[config.mk]
export PLATFORM = sky130hd
export DESIGN_NAME = syn_updown_counter_param
export DESIGN_NICKNAME = d
export VERILOG_FILES = /design/src/rtl/syn_updown_counter_param.sv
export SDC_FILE = /design/constraint.sdc
export NUM_CORES = 1
export LEC_CHECK = 0
export CAP_MARGIN = 5
export CORE_AREA = 10 10 47 49
export DETAILED_ROUTE_END_ITERATION = 10
export DIE_AREA = 0 0 57 59
export GPL_TIMING_DRIVEN = 0
export HOLD_SLACK_MARGIN = 0.1
export PLACE_DENSITY = 0.74
export SYNTH_ARGS = -nofsm -noshare
export SYNTH_HDL_FRONTEND = slang
export SYNTH_SLANG_ARGS = --single-unit
export TNS_END_PERCENT = 5
[constraint.sdc]
create_clock -name clk -period 1.9 [get_ports clk]
set_input_delay 0.38 -clock clk [delete_from_list [all_inputs] [get_ports clk]]
set_output_delay 0.38 -clock clk [all_outputs]
set_load 0.02 [all_outputs]
[src/rtl/syn_updown_counter_param.sv]
// -----------------------------------------------------------------------------
// syn_updown_counter_param
//
// Parametrised synchronous up/down counter with a runtime terminal value.
// The count range is 0..limit. When the count runs past either end it either
// wraps to the other end or holds there, depending on SATURATE. Either case
// raises a one-cycle registered event pulse.
//
// Parameters:
//   WIDTH     - counter width in bits (>= 1)
//   SATURATE  - 0: wrap at the terminal values, 1: hold at the terminal values
//   RESET_VAL - value forced into q while clear is high (not clamped to limit)
//
// Ports:
//   clk     in   rising-edge clock
//   clear   in   asynchronous active-high reset
//   en      in   count enable (0 = hold)
//   M       in   direction: 1 = up, 0 = down
//   load    in   synchronous parallel load strobe (beats en)
//   din     in   parallel load value (clamped to limit)
//   limit   in   terminal (maximum) count
//   q       out  registered count
//   at_max  out  combinational, q == limit
//   at_zero out  combinational, q == 0
//   evt     out  registered pulse on a wrap or a blocked count
// -----------------------------------------------------------------------------
module syn_updown_counter_param #(
  parameter int unsigned          WIDTH     = 3,
  parameter bit                   SATURATE  = 1'b0,
  parameter logic [WIDTH-1:0]     RESET_VAL = '0
) (
  input  logic             clk,
  input  logic             clear,
  input  logic             en,
  input  logic             M,
  input  logic             load,
  input  logic [WIDTH-1:0] din,
  input  logic [WIDTH-1:0] limit,
  output logic [WIDTH-1:0] q,
  output logic             at_max,
  output logic             at_zero,
  output logic             evt
);

  localparam logic [WIDTH-1:0] ONE  = WIDTH'(1);
  localparam logic [WIDTH-1:0] ZERO = '0;

  logic [WIDTH-1:0] q_q, q_d;
  logic             evt_q, evt_d;

  // Next-state logic. Priority: load > en > hold. clear is handled
  // asynchronously in the register block.
  always_comb begin
    q_d   = q_q;
    evt_d = 1'b0;
    if (load) begin
      q_d = (din > limit) ? limit : din;
    end else if (en) begin
      if (M) begin
        if (q_q < limit) begin
          q_d = q_q + ONE;
        end else begin
          // At or above the terminal value (limit may have been lowered at
          // runtime): the increment is either wrapped or blocked.
          evt_d = 1'b1;
          q_d   = SATURATE ? limit : ZERO;
        end
      end else begin
        if (q_q > limit) begin
          // limit was lowered below q: pull q back into range, no event.
          q_d = limit;
        end else if (q_q != ZERO) begin
          q_d = q_q - ONE;
        end else begin
          evt_d = 1'b1;
          q_d   = SATURATE ? ZERO : limit;
        end
      end
    end
  end

  always_ff @(posedge clk or posedge clear) begin
    if (clear) begin
      q_q   <= RESET_VAL;
      evt_q <= 1'b0;
    end else begin
      q_q   <= q_d;
      evt_q <= evt_d;
    end
  end

  assign q       = q_q;
  assign evt     = evt_q;
  assign at_max  = (q_q == limit);
  assign at_zero = (q_q == ZERO);

endmodule

## Word level (Yosys, flattened, before mapping)

Cells that the tools add are included.

- Input bits: 11
- Logic and storage cells: 24
- Flip-flop bits (word level): 4

- Reduce and logical (&&, ||, !) cells: 3
- Muxes and demuxes: 13
- Equality and inequality tests: 1
- Add/subtract/negate cells: 2
- Order comparisons: 3

Operator list:

| kind | count |
|---|---|
| 3-bit 2-to-1 mux | 7 |
| 3-bit > comparator | 2 |
| 1-bit 2-to-1 mux | 6 |
| 3-bit by 1-bit adder with 3-bit output (second input constant) | 1 |
| 3-bit equality test | 1 |
| 3-bit zero test | 1 |
| 3-bit less-than comparator | 1 |
| 3-bit nonzero test | 1 |
| 3-bit by 1-bit subtractor with 3-bit output (second input constant) | 1 |
| 2-bit nonzero test | 1 |

## Depth between registers and ports, before layout

- Depth in word-level cells: 6
- Mapped depth: 8

## Worst setup path after synthesis

No wires, ideal clock.

- Path kind: register to register
- From: register q_q[0], in the netlist q[0]
- To: register q_q[1], in the netlist q[1]
- Slack: 3 ps
- Cell stages (with the launch flop): 9
- Arrival time: 1776 ps
- Path buffers: 1
- Cell sequence: dfrtp_1 -> inv_1 -> ha_1 -> nor2b_2 -> buf_6 -> a31o_1 -> a211oi_2 -> o21ai_1 -> a22o_1

- Cells in the longest elaborated chain, start to end: 6
- Elaborated cells on any way between the ends: 11

Ends and longest elaborated chain:

| element | RTL line | text |
|---|---|---|
| start, declared | 48 | `logic [WIDTH-1:0] q_q, q_d;` |
| start signal, assigned | 87 | `q_q <= q_d;` |
| 3-bit by 1-bit subtractor with 3-bit output / 3-bit nonzero test (equally long branches) | 73, 72 |  |
| 3-bit 2-to-1 mux | 72 | `end else if (q_q != ZERO) begin` |
| 3-bit 2-to-1 mux | 69 | `if (q_q > limit) begin` |
| 3-bit 2-to-1 mux * | 59 | `if (M) begin` |
| 3-bit 2-to-1 mux * | 58 | `end else if (en) begin` |
| 3-bit 2-to-1 mux * | 56 | `if (load) begin` |

Mark *: on every way between the ends. The rest lies on a longest branch, timed or not. The select of a mux whose other input is x is not followed.
A chain may end at the register's enable or synchronous reset.

## Worst setup path in the final report

- From: register q_q[2], in the netlist q[2]
- To: register q_q[1], in the netlist q[1]

- Cells in the longest elaborated chain, start to end: 6
- Elaborated cells on any way between the ends: 9

Ends and longest elaborated chain:

| element | RTL line |
|---|---|
| branches (longest 3 deep; another with 3-bit > comparator) | - |
| 3-bit 2-to-1 mux * | 59 |
| 3-bit 2-to-1 mux * | 58 |
| 3-bit 2-to-1 mux * | 56 |

Mark *: on every way between the ends. The select of a mux whose other input is x is not followed.

==> metrics.md <==
| Metric | Value |
|---|---|
| Run status | completed |
| Clock sink count | 4 |
| CTS Hold Bufs | 0 |
| Max FO, Critical Path | 7 |
| Worst IR Drop VDD | 0.392 mV |
| Seq/Total Area, Yosys | 0.175 |
| Gate Count Post-Synth | 69 |
| Synth Warn # | 0 |
| Largest net degree at the start of global routing | 9 |
| Synthesized area | 573 sq um |
| Setup slack, reg-to-reg | 0.08 ns |
| Pre-CTS setup slack | -0.596 ns |
| Wire length per cell | 14.9 microns |
| Share of layout cells above drive strength 1 | 0.303 |
| Clock Path Buffers | 2 |
| Final #Nets | 111 |
| WL met1 | 675 microns |
| Vias/cell | 5.64 |
| Die W | 57 microns |
| Core area | 1400 sq um |
| Initial core utilization | 0.409 |
| Vias in the first global route | 611 |
| Synthesis-to-finish area growth | 47.8% |
| Skew final | 0.000601 ns |
| Mean Syn Cell Area | 8.31 sq um |
| Final worst setup slack | 0.0781 ns |
| CTS tree | done |
| DP Area | 753 sq um |
| Clock-pin slew on the worst setup and hold paths | 0.04 ns |
| H-tree lvl count | 1 |
| R2R Path Start | q[2] |
| Leakage Power | 0.000389 uW |
| Actual slew at the worst max-slew pin | 0.297 ns |
| Antenna viol nets, final | 0 |
| Tmin final | 1.82 ns |
| TritonRoute pass-1 iters | 4 |
| Max cap viols | 0 |
| CTS Buf Count | 3 |
| DR DRC count | 0 |
| Fmax | 0.549 GHz |
| Commonest non-fill, non-tap cells in the layout | clkdlybuf4s50_1 (9), inv_1 (7), ha_1 (6) |
| Grt total ovfl | 0 |
| Met2 Wirelength | 790 microns |
| Vias | 592 |
| R2R Path End | q[1] |
| Final setup viols | 0 |
| Hold Crit Class | input port to async pin |
| Synthesized flop and latch total | 4 |
| Met3 wire length | 60 microns |
| GPL Wtd Cong | 0.931 |
| Worst EP arrival | 1.95 ns |
| Die area | 3360 sq um |
| Power Density | 687 nW/um^2 |
| Antenna violations before repair | 0 |
| Clock root buffer master | clkbuf_4 |
| Highest routed layer | met4 |
| Commonest non-fill, non-tap cell in the layout | clkdlybuf4s50_1 |
| First-pass GRT wire length | 2490 microns |
| Vert. Die Dim | 59 microns |
| Worst setup SP type | flip-flop |
| Final instance area | 847 sq um |
| Routed WL | 1570 microns |
| Count of cell types in the netlist | 32 |
| Max-slew violations | 0 |
| Worst Setup End Kind | flip-flop |
| DRT iter0 DRCs | 17 |
| Total global-route track usage | 0.0918 |
| Hold Violations, Final | 0 |
| Crit Path Category | flip-flop to flip-flop |
| Clock Latency Late Sink | 0.24 ns |
| Num rows | 14 |
| I/O pins | 17 |
| RSZ-0062 raised after global routing | false |
| Slew headroom | 0.800 |
| Antenna cell count | 0 |
| Syn Nets | 89 |
| Required time of the worst setup path | 2.03 ns |
| Dpl hpwl | 1260 microns |
| Number of port buffers | 16 |
| Final period util | 0.959 |
| R2R cell count | 6 |
==> metal layers <==
layer,GRT usage,vias up
li1,-,295
met1,0.0908,277
met2,0.164,15
met3,0.0322,5
met4,0.0503,0
met5,0,-
==> worst max-delay path by stage <==
stage,end,cells after the start,from,slack (ns)
finish,q[1],6,q[2],0.08
global route,q[1],6,q[2],0.001
CTS,at_zero,5,q[0],0.002
detailed placement,at_max,6,limit[1],-0.60
global placement,at_max,6,limit[2],-0.61
floorplan,q[1],8,q[0],0.003
==> sequential cells by signal, indices dropped and copies added, names as in the netlist <==
register and cells:
evt 1, q 3
==> area by class of cell <==
type	instances	area (sq um)
buffer	1	11.3
clock buffer	3	22.5
fill	125	554
inverter	10	37.5
multi-input combinational	54	497
sequential	4	103
tap	16	20.0
timing repair buffer	17	156
==> Yosys cell counts <==
master / count / area, sq um
a221oi_2: 1 / 15.0
xor2_1: 1 / 8.76
mux2i_1: 3 / 30.0
o21ai_1: 3 / 15.0
nand2_1: 3 / 11.3
nor3_1: 3 / 15.0
a21oi_1: 3 / 15.0
a21o_1: 1 / 7.51
a31oi_1: 2 / 12.5
a22oi_1: 1 / 7.51
a211oi_2: 1 / 12.5
nor2_1: 4 / 15.0
nor2b_1: 2 / 12.5
or2_1: 1 / 6.26
and3b_1: 1 / 8.76
o211ai_1: 1 / 7.51
nor2b_2: 1 / 8.76
o32ai_1: 1 / 8.76
a22o_1: 1 / 8.76
nand2b_1: 1 / 6.26
nand4_1: 1 / 6.26
buf_6: 1 / 11.3
nor4_1: 2 / 12.5
o21ai_0: 2 / 10.0
a32oi_2: 1 / 16.3
a221oi_1: 1 / 8.76
mux2_2: 1 / 11.3
inv_1: 10 / 37.5
dfrtp_1: 4 / 100
a31o_1: 1 / 8.76
nand3_1: 1 / 5.00
ha_1: 9 / 113
==> metrics by stage <==
| step | hold WS [ns] | power [uW] | instances | util | TNS [ns] |
|---|---|---|---|---|---|
| floorplan | 0.146 | 318 | 69 | - | 0 |
| global placement | 0.571 | 419 | 101 | 0.538 | -2.52 |
| detailed placement | 0.588 | 426 | 101 | 0.538 | -2.73 |
| CTS | 0.339 | 570 | 105 | 0.595 | 0 |
| global route | 0.360 | 625 | 105 | 0.604 | 0 |
| finish | 0.322 | 582 | 105 | 0.604 | 0 |
==> power by group <==
group / switching [uW] / leakage [uW] / internal (uW)
registers: 22.1 / 0.0000464 / 99.4
logic: 180 / 0.000328 / 169
clock network: 39.3 / 0.0000138 / 70.9
==> critical path, stage by stage, from the launching register on <==
cell	delay [ns]
dfrtp_1	0.51
ha_4	0.26
and3b_1	0.20
or2_4	0.28
a31oi_1	0.16
o21ai_1	0.07
a22o_1	0.21
==> timing repair <==
action	in CTS	in global routing
pin swaps	2	2
buffers inserted	1	0
endpoints found under the setup margin	6	4
resized for setup	22	8
==> cell families after synthesis <==
| kind of cell | Yosys count | share of synthesized area |
|---|---|---|
| AO/OA/AOI/OAI | 20 | 0.269 |
| AND/OR/NAND/NOR | 20 | 0.188 |
| buffers and inverters | 11 | 0.0852 |
| adder cells (fa/ha/maj) | 9 | 0.197 |
| multiplexers | 4 | 0.0721 |
| flip-flops | 4 | 0.175 |
| XOR/XNOR | 1 | 0.0153 |
No activity file was read; power rests on OpenSTA's default activity.
